File: config.mk
export PLATFORM = sky130hd
export DESIGN_NAME = sdf_r2_stage_ctrl
export DESIGN_NICKNAME = d
export VERILOG_FILES = /design/src/rtl/fft_pkg.sv /design/src/rtl/sdf_r2_stage_ctrl.sv
export SDC_FILE = /design/constraint.sdc
export NUM_CORES = 1
export LEC_CHECK = 0
export CELL_PAD_IN_SITES_DETAIL_PLACEMENT = 1
export CELL_PAD_IN_SITES_GLOBAL_PLACEMENT = 2
export CORE_AREA = 2 2 50 52
export CTS_CLUSTER_SIZE = 14
export DETAILED_ROUTE_END_ITERATION = 8
export DIE_AREA = 0 0 52 54
export HOLD_SLACK_MARGIN = 0.12
export PLACE_DENSITY_LB_ADDON = 0.1
export SLEW_MARGIN = 20
export SYNTH_ARGS = -nofsm -noshare
export SYNTH_HDL_FRONTEND = slang
export SYNTH_SLANG_ARGS = --single-unit
File: constraint.sdc
create_clock -name clk -period 5.2 [get_ports clk]
set_input_delay 1.3 -clock clk [delete_from_list [all_inputs] [get_ports clk]]
set_output_delay 1.3 -clock clk [all_outputs]
set_load 0.01 [all_outputs]
File: src/rtl/fft_pkg.sv
// Shared constants and state encodings for the radix-2 SDF FFT stages.
// FRAME is the number of samples in one frame, which is twice the delay-chain depth.
package fft_pkg;

  localparam int D     = 4;
  localparam int LOG2D = 2;
  localparam int FRAME = 2 * D;

  typedef enum logic [1:0] {
    FILL   = 2'd0,
    STEADY = 2'd1,
    FLUSH  = 2'd2
  } stage_state_e;

endpackage

File: src/rtl/sdf_r2_stage_ctrl.sv
// Controller for one radix-2 SDF FFT stage with a D-deep delay chain: sample counter,
// fill/butterfly select, twiddle index, stream handshake and end-of-stream drain.
module sdf_r2_stage_ctrl #(
  parameter int D     = fft_pkg::D,
  parameter int LOG2D = fft_pkg::LOG2D
) (
  input  logic             clk,
  input  logic             rst,
  input  logic             s_valid,
  output logic             s_ready,
  input  logic             s_last,
  output logic             m_valid,
  input  logic             m_ready,
  output logic             m_first,
  output logic             m_last,
  output logic             dly_en,
  output logic             bf_sel,
  output logic [LOG2D-1:0] tw_idx,
  output logic             err
);
  import fft_pkg::*;

  localparam int CW = LOG2D + 1;

  stage_state_e     state_q, state_d;
  logic [CW-1:0]    cnt_q, cnt_d;
  logic [LOG2D-1:0] fcnt_q, fcnt_d;
  logic             err_q, err_d;

  logic             adv;
  logic             s_ready_c, m_valid_c, m_first_c, m_last_c, bf_sel_c;
  logic [LOG2D-1:0] tw_idx_c;

  always_ff @(posedge clk) begin
    if (rst) begin
      state_q <= FILL;
      cnt_q   <= '0;
      fcnt_q  <= '0;
      err_q   <= 1'b0;
    end else begin
      state_q <= state_d;
      cnt_q   <= cnt_d;
      fcnt_q  <= fcnt_d;
      err_q   <= err_d;
    end
  end

  always_comb begin
    state_d   = state_q;
    cnt_d     = cnt_q;
    fcnt_d    = fcnt_q;
    err_d     = 1'b0;
    adv       = 1'b0;
    s_ready_c = 1'b0;
    m_valid_c = 1'b0;
    m_first_c = 1'b0;
    m_last_c  = 1'b0;
    bf_sel_c  = 1'b0;
    tw_idx_c  = '0;
    unique case (state_q)
      FILL: begin
        s_ready_c = 1'b1;
        adv       = s_valid;
        if (adv) begin
          // Any s_last while the first half is still filling cannot close a frame.
          if (s_last) begin
            err_d = 1'b1;
            cnt_d = '0;
          end else if (cnt_q == CW'(D - 1)) begin
            state_d = STEADY;
            cnt_d   = CW'(D);
          end else begin
            cnt_d = cnt_q + CW'(1);
          end
        end
      end
      STEADY: begin
        s_ready_c = m_ready;
        m_valid_c = s_valid;
        adv       = s_valid & m_ready;
        bf_sel_c  = cnt_q[LOG2D];
        m_first_c = (cnt_q == CW'(D));
        m_last_c  = (cnt_q == CW'(D - 1));
        if (!cnt_q[LOG2D]) tw_idx_c = cnt_q[LOG2D-1:0];
        if (adv) begin
          if (cnt_q == CW'(2 * D - 1)) begin
            cnt_d = '0;
            if (s_last) begin
              state_d = FLUSH;
              fcnt_d  = '0;
            end
          end else if (s_last) begin
            // Misplaced end of stream: drop the chain contents without draining.
            err_d   = 1'b1;
            state_d = FILL;
            cnt_d   = '0;
          end else begin
            cnt_d = cnt_q + CW'(1);
          end
        end
      end
      FLUSH: begin
        m_valid_c = 1'b1;
        adv       = m_ready;
        tw_idx_c  = fcnt_q;
        m_last_c  = (fcnt_q == LOG2D'(D - 1));
        if (adv) begin
          if (fcnt_q == LOG2D'(D - 1)) begin
            state_d = FILL;
            fcnt_d  = '0;
          end else begin
            fcnt_d = fcnt_q + LOG2D'(1);
          end
        end
      end
      default: begin
        state_d = FILL;
        cnt_d   = '0;
        fcnt_d  = '0;
      end
    endcase
  end

  // Outputs are forced low for as long as reset is held.
  assign s_ready = s_ready_c & ~rst;
  assign m_valid = m_valid_c & ~rst;
  assign m_first = m_first_c & ~rst;
  assign m_last  = m_last_c & ~rst;
  assign dly_en  = adv & ~rst;
  assign bf_sel  = bf_sel_c & ~rst;
  assign tw_idx  = rst ? '0 : tw_idx_c;
  assign err     = err_q & ~rst;

endmodule

# Word-level counts from Yosys, hierarchy flattened
# Cells that the tools add are included.
# word_totals
regBits,8
inputBits,5
output_inout_bits,9
wordCells,71
# op_classes
addsub,2
n_eq_ne,14
n_mux,36
n_bitwise,11
reduce_logical,4
# op_table
cell,count
$mux 2,15
$mux 3,6
$ne 2x2->1 const B,8
$pmux 2 s3,2
$pmux 3 s3,1
$and 1x1->1,8
$pmux 1 s2,4
$reduce_and 7->1,1
$eq 3x3->1 const B,2
$mux 1,6
$reduce_and 5->1,1
$eq 2x2->1 const B,2
$pmux 2 s2,1
$add 3x1->3 const B,1
$eq 3x2->1 const B,1
$not 1->1,3
$pmux 1 s3,1
$reduce_and 3->1,1
$add 2x1->2 const B,1
$eq 2x1->1 const B,1
$logic_not 2->1,1

# Logic depth before layout (Yosys ltp)
# logic_depth
word_depth,5
depth_mapped,7
depth_no_buf,6

# Least setup slack after synthesis
# Ideal clock, no wire load.
# synth_timing
kind,input to output
from,in rst
to,out m_first
arrival_time_ns,1.898
t_required_ns,3.900
path_slack_ns,2.002
cell_stages,3
path_buffers,1
cell_sequence,clkbuf_1 nor2_1 and2_1
# synth_via
elab_chain_len,2
# synth_lines
item,line,rtl
"start, declared",sdf_r2_stage_ctrl.sv:8,"input logic rst,"
$not 1->1,sdf_r2_stage_ctrl.sv:127,assign m_first = m_first_c & ~rst;
$and 1x1->1,sdf_r2_stage_ctrl.sv:127,
"end, declared",sdf_r2_stage_ctrl.sv:14,"output logic m_first,"
# Every way passes these cells.

# Worst setup path after layout
# layout_timing
from,in m_ready
to,out dly_en
# layout_via
elab_chain_len,3
# layout_lines
item,line,rtl
"start, declared",sdf_r2_stage_ctrl.sv:13,"input logic m_ready,"
$and 1x1->1,sdf_r2_stage_ctrl.sv:80,adv = s_valid & m_ready;
$pmux 1 s3 *,sdf_r2_stage_ctrl.sv:60,unique case (state_q)
$and 1x1->1 *,sdf_r2_stage_ctrl.sv:129,assign dly_en = adv & ~rst;
"end, declared",sdf_r2_stage_ctrl.sv:16,"output logic dly_en,"
# Mark *: on every way between the ends. The rest lies on a longest branch, timed or not.

==> impl_metrics.py <==
metrics = {
    "hold_path": {
        "min_path_type": "flip-flop to flip-flop",
    },
    "routing": {
        "met2_length_um": 870,
        "dr.max_layer_used": "met4",
        "drc": 0,
        "routedWlPerCell_um": 14.3,
        "vias": 628,
        "route.antenna.remaining_nets": 0,
        "avgViaCountPerCell": 5.06,
        "first_pass_iters": 4,
        "drtIter0Drc": 2,
        "met3_length_um": 45,
        "routed_wl_mm": 1.78,
        "drt-met1-wl_um": 846,
    },
    "grt": {
        "grt_max_degree": 17,
        "grt.total_usage": 0.146,
        "grt.overflow.total": 0,
        "antenna_found_initial": 0,
        "grt_pass1_vias": 655,
        "grt_pass1_wl_mm": 2.96,
    },
    "clocking": {
        "cts_max_path_buffers": 2,
        "cts_resized": 0,
        "htreeDepth": 1,
        "ctsHoldBuffers": 0,
        "cts_setup_buffers": 0,
        "cts_tree": "built",
        "cts_root_buf": "clkbuf_4",
        "cts.sinks": 8,
        "clkTransAtPathRegs_ns": 0.06,
        "cts_buffers": 3,
        "clkLatencyLatePin_ns": 0.25,
    },
    "power_and_ir_drop": {
        "p_switching_mw": 0.0419,
        "total_power_mw": 0.147,
        "power_frac_seq": 0.442,
        "swShare": 0.285,
        "internal_power_mw": 0.105,
        "power_density_nw_per_um2": 174,
        "pwr-share-clk": 0.333,
        "p_comb_frac": 0.226,
        "leakagePower_nw": 0.297,
        "vdd_drop_max_v": 0.0000914,
    },
    "worst_setup_path": {
        "cp.arrival_ns": 2.93,
        "slowest_delay_ns": 0.60,
        "cp_data_required_time_ns": 3.90,
        "crit_chain": "clkdlybuf4s50_1 -> a21oi_1 -> nor2b_1 -> a21oi_1 -> nor3_1 -> clkdlybuf4s50_1",
        "cp_slowest_cell": "clkdlybuf4s50_1",
        "critical_path.top_delay_family": "buffers and inverters",
        "startpoint_type": "input port",
        "cp_max_fo": 6,
        "critPathKind": "input port to output pin",
        "worstPathBufferInverterCount": 2,
        "cp-end-kind": "output pin",
    },
    "sta": {
        "fin_tns_setup_ns": 0,
        "relSlewSlack": 0.632,
        "setup_viol": 0,
        "fin_crit_sh": 0.813,
        "slew_viol_final": 0,
        "fin_skew_ns": 0.00368,
        "worstMarginPinSlew_ns": 0.552,
        "hold_violations": 0,
        "fmax_ghz": 0.237,
        "grt_setup_unrepaired": "false",
        "fin_crit_ns": 4.23,
    },
    "die": {
        "die_area_um2": 2810,
        "die_w_um": 52,
        "core-area_um2": 2320,
        "placementRows": 18,
        "initial_utilization": 0.283,
        "io_pins": 14,
        "die_h_um": 54,
    },
    "synth": {
        "yosys_warnings": 0,
        "seq_area_frac_synth": 0.244,
        "syn_nets": 94,
        "syn_area_per_cell_um2": 8.21,
        "yosysUniqueCellTypes": 27,
        "synth_seq_cells": 8,
        "synthCells": 80,
        "syn_area_um2": 657,
    },
    "final_layout": {
        "fillers": 286,
        "syn_to_final_growth_pct": 28.4,
        "diodes": 0,
        "nets": 110,
        "final_cell_mix": "clkdlybuf4s50_1 (13), nor2_1 (9), a21oi_1 (9), ha_1 (9), dfxtp_1 (8)",
        "layout-drive-gt1-share": 0.0851,
        "mostFrequentLayoutCell": "clkdlybuf4s50_1",
        "fin_cells": 124,
    },
    "placed_design": {
        "place.port_buffers": 13,
        "dp_hpwl_mm": 1.32,
        "gp_congestion": 0.693,
        "dp.cells": 121,
    },
    "run_status": {
        "outcome": "complete, no violations",
    },
    "job": {
        "drv_cap": 0,
    },
}
## path summary, 6_finish.rpt
path,end,cells past startpoint,slack [ns],start
setup / recovery,dly_en,6,0.97,m_ready
hold / removal,fcnt_q[1]$_SDFFE_PP0P_,2,0.50,fcnt_q[1]$_SDFFE_PP0P_
setup reg to reg,cnt_q[0]$_SDFFE_PP0P_,6,3.27,state_q[1]$_SDFFE_PP0P_
hold reg to reg,fcnt_q[1]$_SDFFE_PP0P_,2,0.50,fcnt_q[1]$_SDFFE_PP0P_
## layer usage
metal,track usage,up-vias
met1,0.176,304
met5,0,-
met3,0.0167,2
met4,0.0658,0
li1,-,314
met2,0.257,8
## Yosys cell counts, drive strengths merged
cell type,count,area [um^2]
clkbuf,3,11.3
or4b,1,10.0
inv,5,18.8
nand3b,1,7.51
o2111a,1,11.3
nand3,4,25.0
nor3,2,10.0
a21oi,9,45.0
nor2,9,33.8
and2b,2,16.3
o21ai,4,20.0
dfxtp,8,160
o21ba,1,10.0
a2bb2oi,1,8.76
nand2,2,7.51
nand2b,4,25.0
ha,9,113
or3,1,6.26
a22oi,3,22.5
a2111oi,1,27.5
nor2b,5,31.3
and2,1,6.26
a222oi,1,10.0
a221oi,1,8.76
nand4bb,1,11.3
## logic make-up after synthesis
family | count (synthesis) | synth area share
AND/OR/NAND/NOR | 33 | 0.290
adder cells (fa/ha/maj) | 9 | 0.171
AO/OA/AOI/OAI | 22 | 0.250
flip-flops | 8 | 0.244
buffers and inverters | 8 | 0.0457
## worst register-to-register path: stages (launching register included)
cell	delay (ns)
dfxtp_1	0.34
inv_1	0.09
ha_1	0.43
and2b_2	0.29
o21ba_2	0.17
or4b_1	0.42
a21oi_1	0.13
## flip-flops by register name, summed over array words and instances, names as in the netlist
name / cells
state_q: 2
err_q: 1
cnt_q: 3
fcnt_q: 2
## final cells by class
| type | count | area (um^2) | area share |
|---|---|---|---|
| well taps | 30 | 37.5 | 0.0445 |
| repair buffers | 14 | 138 | 0.163 |
| flip-flops and latches | 8 | 160 | 0.190 |
| multi-input cells | 64 | 467 | 0.553 |
| clock buffers | 3 | 22.5 | 0.0267 |
| inverters | 5 | 18.8 | 0.0223 |
## through the flow
stage | cell area (um^2) | setup slack (ns) | hold WS, ns | util
final | 843 | 0.972 | 0.496 | 0.364
after global routing | 843 | 0.861 | 0.535 | 0.364
after CTS | 843 | 0.993 | 0.502 | 0.364
after detailed placement | 821 | 1.01 | 0.492 | 0.354
after global placement | 821 | 1.05 | 0.485 | 0.354
after floorplan | 657 | 2.00 | 0.463 | -
## power by group through the flow
stage               Clock (mW)  Sequential, mW  Combinational, mW
finish                  0.0489          0.0649             0.0332
floorplan                    0          0.0658             0.0206
global placement             0          0.0662             0.0331
global route            0.0549          0.0651             0.0371
CTS                     0.0524          0.0649             0.0336
detailed placement           0          0.0663             0.0334
Power figures use the tool's default switching activity.
